### src/rtl/io_cond_pkg.sv
// Shared types and defaults for the pushbutton/switch input conditioning front end.
package io_cond_pkg;

  localparam int unsigned DEBOUNCE_DEFAULT = 500000;

  typedef enum logic [1:0] {
    UP,
    WAIT_DOWN,
    DOWN,
    WAIT_UP
  } key_state_t;

endpackage

### src/rtl/key_debounce.sv
// One pushbutton: 2-flop synchronizer, debounce FSM with stability counter,
// registered active-low level and a one-cycle press pulse.
module key_debounce
  import io_cond_pkg::*;
#(
  parameter int unsigned DebounceCycles = DEBOUNCE_DEFAULT
) (
  input  logic clk_i,
  input  logic reset_i,
  input  logic key_raw_ni,
  output logic key_no,
  output logic key_press_o
);

  localparam int unsigned CntW = $clog2(DebounceCycles);
  localparam logic [CntW-1:0] CntMax = CntW'(DebounceCycles - 1);

  logic            s1_q, s2_q;
  key_state_t      state_q, state_d;
  logic [CntW-1:0] cnt_q, cnt_d;
  logic            key_n_q, key_n_d;
  logic            press_q, press_d;

  always_ff @(posedge clk_i) begin
    if (reset_i) begin
      s1_q    <= 1'b1;
      s2_q    <= 1'b1;
      state_q <= UP;
      cnt_q   <= '0;
      key_n_q <= 1'b1;
      press_q <= 1'b0;
    end else begin
      s1_q    <= key_raw_ni;
      s2_q    <= s1_q;
      state_q <= state_d;
      cnt_q   <= cnt_d;
      key_n_q <= key_n_d;
      press_q <= press_d;
    end
  end

  always_comb begin
    state_d = state_q;
    cnt_d   = cnt_q;
    unique case (state_q)
      UP: begin
        if (!s2_q) begin
          state_d = WAIT_DOWN;
          cnt_d   = '0;
        end
      end
      WAIT_DOWN: begin
        if (s2_q) begin
          state_d = UP;
        end else if (cnt_q == CntMax) begin
          state_d = DOWN;
        end else begin
          cnt_d = cnt_q + CntW'(1);
        end
      end
      DOWN: begin
        if (s2_q) begin
          state_d = WAIT_UP;
          cnt_d   = '0;
        end
      end
      WAIT_UP: begin
        if (!s2_q) begin
          state_d = DOWN;
        end else if (cnt_q == CntMax) begin
          state_d = UP;
        end else begin
          cnt_d = cnt_q + CntW'(1);
        end
      end
      default: state_d = UP;
    endcase
  end

  // Outputs are registered from the next state so they carry no input-to-output path.
  always_comb begin
    key_n_d = !((state_d == DOWN) || (state_d == WAIT_UP));
    press_d = (state_q == WAIT_DOWN) && (state_d == DOWN);
  end

  assign key_no      = key_n_q;
  assign key_press_o = press_q;

endmodule

### src/rtl/button_conditioner.sv
// Conditions raw pushbuttons and slide switches: per-key debounce instances plus
// a whole-vector switch debouncer sharing one stability counter.
module button_conditioner
  import io_cond_pkg::*;
#(
  parameter int unsigned N_KEYS          = 3,
  parameter int unsigned DEBOUNCE_CYCLES = DEBOUNCE_DEFAULT,
  parameter int unsigned SW_WIDTH        = 16
) (
  input  logic                Clk,
  input  logic                Reset,
  input  logic [N_KEYS-1:0]   Key_raw_n,
  input  logic [SW_WIDTH-1:0] SW_raw,
  output logic [N_KEYS-1:0]   Key_n,
  output logic [N_KEYS-1:0]   Key_press,
  output logic [SW_WIDTH-1:0] SW
);

  localparam int unsigned CntW = $clog2(DEBOUNCE_CYCLES);
  localparam logic [CntW-1:0] CntMax = CntW'(DEBOUNCE_CYCLES - 1);

  for (genvar k = 0; k < N_KEYS; k++) begin : g_key
    key_debounce #(
      .DebounceCycles(DEBOUNCE_CYCLES)
    ) u_key_debounce (
      .clk_i      (Clk),
      .reset_i    (Reset),
      .key_raw_ni (Key_raw_n[k]),
      .key_no     (Key_n[k]),
      .key_press_o(Key_press[k])
    );
  end

  logic [SW_WIDTH-1:0] sw_s1_q, sw_s2_q;
  logic [SW_WIDTH-1:0] sw_last_q, sw_last_d;
  logic [CntW-1:0]     sw_cnt_q, sw_cnt_d;
  logic [SW_WIDTH-1:0] sw_q, sw_d;

  always_ff @(posedge Clk) begin
    if (Reset) begin
      sw_s1_q   <= '0;
      sw_s2_q   <= '0;
      sw_last_q <= '0;
      sw_cnt_q  <= '0;
      sw_q      <= '0;
    end else begin
      sw_s1_q   <= SW_raw;
      sw_s2_q   <= sw_s1_q;
      sw_last_q <= sw_last_d;
      sw_cnt_q  <= sw_cnt_d;
      sw_q      <= sw_d;
    end
  end

  // Any change restarts the window; once stable the counter saturates and SW tracks sw_last.
  always_comb begin
    sw_last_d = sw_last_q;
    sw_cnt_d  = sw_cnt_q;
    sw_d      = sw_q;
    if (sw_s2_q != sw_last_q) begin
      sw_last_d = sw_s2_q;
      sw_cnt_d  = '0;
    end else if (sw_cnt_q == CntMax) begin
      sw_d = sw_last_q;
    end else begin
      sw_cnt_d = sw_cnt_q + CntW'(1);
    end
  end

  assign SW = sw_q;

endmodule

### config.mk
export PLATFORM = sky130hd
export DESIGN_NAME = button_conditioner
export DESIGN_NICKNAME = d
export VERILOG_FILES = /design/src/rtl/io_cond_pkg.sv /design/src/rtl/key_debounce.sv /design/src/rtl/button_conditioner.sv
export SDC_FILE = /design/constraint.sdc
export NUM_CORES = 1
export LEC_CHECK = 0
export CELL_PAD_IN_SITES_DETAIL_PLACEMENT = 2
export CELL_PAD_IN_SITES_GLOBAL_PLACEMENT = 2
export CORE_MARGIN = 4
export CORE_UTILIZATION = 37
export CTS_BUF_LIST = sky130_fd_sc_hd__clkbuf_4
export CTS_CLUSTER_DIAMETER = 150
export DETAILED_ROUTE_END_ITERATION = 10
export DONT_BUFFER_PORTS = 1
export PLACE_DENSITY_LB_ADDON = 0.1
export SKIP_CTS_REPAIR_TIMING = 1
export SYNTH_ARGS = -nofsm -noshare
export SYNTH_HDL_FRONTEND = slang
export SYNTH_SLANG_ARGS = --single-unit
### constraint.sdc
create_clock -name Clk -period 2.3 [get_ports Clk]
set_input_delay 0.345 -clock Clk [delete_from_list [all_inputs] [get_ports Clk]]
set_output_delay 0.345 -clock Clk [all_outputs]
set_load 0.1 [all_outputs]
==> flow_summary_export.csv <==
group,metric,value,unit
timing,max_slew_margin,45.9,%
timing,post-route-period-util,97.3,%
layout,diodes,0,
grt,grt_use_met2,28.7,%
grt,grt_first_pass_wirelength,27100,um
clock_tree,cts_root_buf,"clkbuf_4",
floorplanning,start_util,38.2,%
grt,met3_usage,4.12,%
timing,worst_pin_slew,810,ps
placed_design,dpl.hpwl,11600,um
timing,setup_viol,0,
synthesis,synth.net_count,719,
outcome,status,"completed",
timing,fmax,0.447,GHz
timing,hold_slack,125,ps
clock_tree,cts.sinks,158,
routing,dr.pass1.iters,4,
critical_path,start_kind,"flop",
critical_path,r2r-start,"sw_cnt_q[6]$_SDFFE_PP0N_",
synthesis,synth.top_cells.by_area,"dfxtp_1, xor2_1, nor2b_1",
floorplanning,fp.dieH,140,um
placed_design,port_buffers,0,
placed_design,routabilityCongestion,0.767,
critical_path,ff2ff_setup_slack,60,ps
floorplanning,io_pins,43,
clock_tree,cts_buffer_depth,2,
routing,post_drt_wl_per_cell,17.6,um
timing,finalHoldViolations,0,
synthesis,synth_top_area_cell,"dfxtp_1",
layout,fin_nets,804,
critical_path,critPathLaunch,"sw_cnt_q[6]$_SDFFE_PP0N_",
worst_hold_path,min_path_type,"in2reg",
routing,totalWireLength,17800,um
routing,drtIter0Drc,211,
routing,ant_nets,0,
synthesis,synth_area,6400,um^2
synthesis,yosysWarnings,0,
floorplanning,rows,47,
synthesis,synthArstFlopShare,0,%
synthesis,synth_area_per_cell,9.23,um^2
critical_path,worstSetupPathType,"reg2reg",
critical_path,cp-end-kind,"flop",
synthesis,synth_seq_cells,158,
synthesis,synth_edf_count,0,
worst_hold_path,hold_start,"Reset",
routing,routed_via_density,5.22,
floorplanning,fp.dieW,140,um
floorplanning,design.die.area,19500,um^2
clock_tree,cts.clk_slew.worst_paths,130,ps
timing,skew,18.1,ps
synthesis,ys_dominant_reg_cell,"dfxtp_1",
layout,multi_input_area,3060,um^2
grt,grt_use_total,16.9,%
power_and_ir_drop,powerDensity,617,nW/um^2
layout,drive_gt1_share,11.5,%
grt,grt_pass1_vias,5402,
critical_path,required,2710,ps
layout,syn2layout_area_growth,20.5,%
clock_tree,cts_tree,"built",
synthesis,seq_area_frac_synth,49.4,%
grt,antenna_found_initial,0,
clock_tree,clock_latency,550,ps
clock_tree,numCtsBuffers,17,
layout,final-seq-area,3170,um^2
layout,fillCellCount,1803,
timing,min_period,2240,ps
synthesis,synthDominantCellAreaShare,49.4,%
grt,grt_max_degree,101,
grt,gr-max-usage-layer,"met2",
timing,slew_viol_final,0,
layout,finish.utilization,46.0,%
grt,gr-total-overflow,0,
critical_path,path_max_fanout,9,
power_and_ir_drop,leakage,2.76,nW
floorplanning,core_area,16800,um^2
critical_path,cp.arrival,2650,ps
routing,route.detailed.drc,0,
grt,grtUsageMet1,21.6,%
job,maxCapViolCount,0,
synthesis,synthCells,694,
clock_tree,htreeDepth,4,
routing,via_count,5269,
power_and_ir_drop,ir_drop,329,uV
synthesis,ys_types,59,
==> registers in the layout, indices dropped and copies added (netlist names) <==
register	cells
sw_last_q	16
sw_s1_q	16
g_key.u_key_debounce.cnt_q	57
g_key.u_key_debounce.s2_q	3
SW	16
g_key.u_key_debounce.state_q	6
g_key.u_key_debounce.key_press_o	3
sw_s2_q	16
g_key.u_key_debounce.key_no	3
sw_cnt_q	19
g_key.u_key_debounce.s1_q	3
==> logic make-up after synthesis <==
family / count (synthesis) / synth area share, %
AND/OR/NAND/NOR: 319 / 28.3
flip-flops: 158 / 49.4
AO/OA/AOI/OAI: 105 / 9.32
XOR/XNOR: 65 / 8.89
buffers and inverters: 41 / 3.03
adder cells (fa/ha/maj): 4 / 0.782
multiplexers: 2 / 0.313
==> Yosys cell counts, types with 7 or more instances <==
master / instances
a21oi_1: 42
and3_1: 9
and4_1: 7
clkbuf_1: 22
dfxtp_1: 158
inv_1: 9
nand2_1: 33
nand3_1: 38
nand4_1: 20
nor2_1: 64
nor2b_1: 54
nor3_1: 9
nor4_1: 14
o21ai_0: 8
o21ai_1: 30
or3_1: 20
or4b_1: 7
xnor2_1: 26
xor2_1: 39
==> placed cells by master, fill, tap and decap left out, types with 5 or more instances in the layout <==
master         count
nand2b_1           5
o21ai_0            8
nand2_1           33
nand3_1           38
nor2_1            64
o21ai_1           30
a21oi_1           41
nor2b_1           54
dfxtp_1          155
or4b_1             7
nor4_1            13
nor3_1             9
dlygate4sd3_1     52
nand4_1           20
xor2_1            39
or2_2              6
inv_1              9
buf_4             44
clkbuf_4          21
or3_1             20
xnor2_1           26
and4_1             7
and3_1             9
==> final cells by class <==
type / instances / share of cell area [%]
Tap cell: 220 / 3.57
Timing Repair Buffer: 98 / 11.6
Multi-Input combinational cell: 495 / 39.6
Inverter: 9 / 0.438
Sequential cell: 158 / 41.1
Clock buffer: 21 / 2.04
Clock inverter: 9 / 1.56
==> report_power, final <==
group / internal [mW] / switching [mW] / leakage [nW]
Sequential: 2.78 / 0.0284 / 1.28
Combinational: 0.105 / 0.0992 / 1.32
Clock: 0.779 / 0.966 / 0.154
==> critical path: stages, from the launching register on <==
cell and delay, ps:
dfxtp_4 390, or4b_1 510, or4_4 550, or2_4 260, buf_4 170, xnor2_1 160, nor2_1 70
==> stage by stage <==
stage	cell area (um^2)	cells	power, mW	setup slack (ps)	TNS [ps]
after detailed placement	6860	926	2.99	68.3	0
after CTS	7140	956	4.72	18.8	0
after floorplan	6400	694	2.97	111	0
after global placement	6860	926	2.98	126	0
after global routing	7710	1010	4.97	-4.07	-5.78
final	7710	1010	4.75	62.9	0
==> path summary, 6_finish.rpt <==
kind / endpoint / cells after the start
hold reg to reg: g_key[0].u_key_debounce.s2_q$_SDFF_PP1_ / 1
setup / recovery: sw_cnt_q[0]$_SDFFE_PP0N_ / 6
setup reg to reg: sw_cnt_q[0]$_SDFFE_PP0N_ / 6
hold / removal: g_key[1].u_key_debounce.cnt_q[1]$_SDFFE_PP0P_ / 2
==> per-layer routing <==
| metal | share of wire (%) | wire [um] | vias up |
|---|---|---|---|
| met3 | 2.2 | 388 | 9 |
| met2 | 50 | 8830 | 43 |
| met1 | 48 | 8520 | 2629 |
| met5 | 0 | 0 | - |
| li1 | - | - | 2588 |
| met4 | 0.49 | 87 | 0 |
No activity file was read; power rests on OpenSTA's default activity.
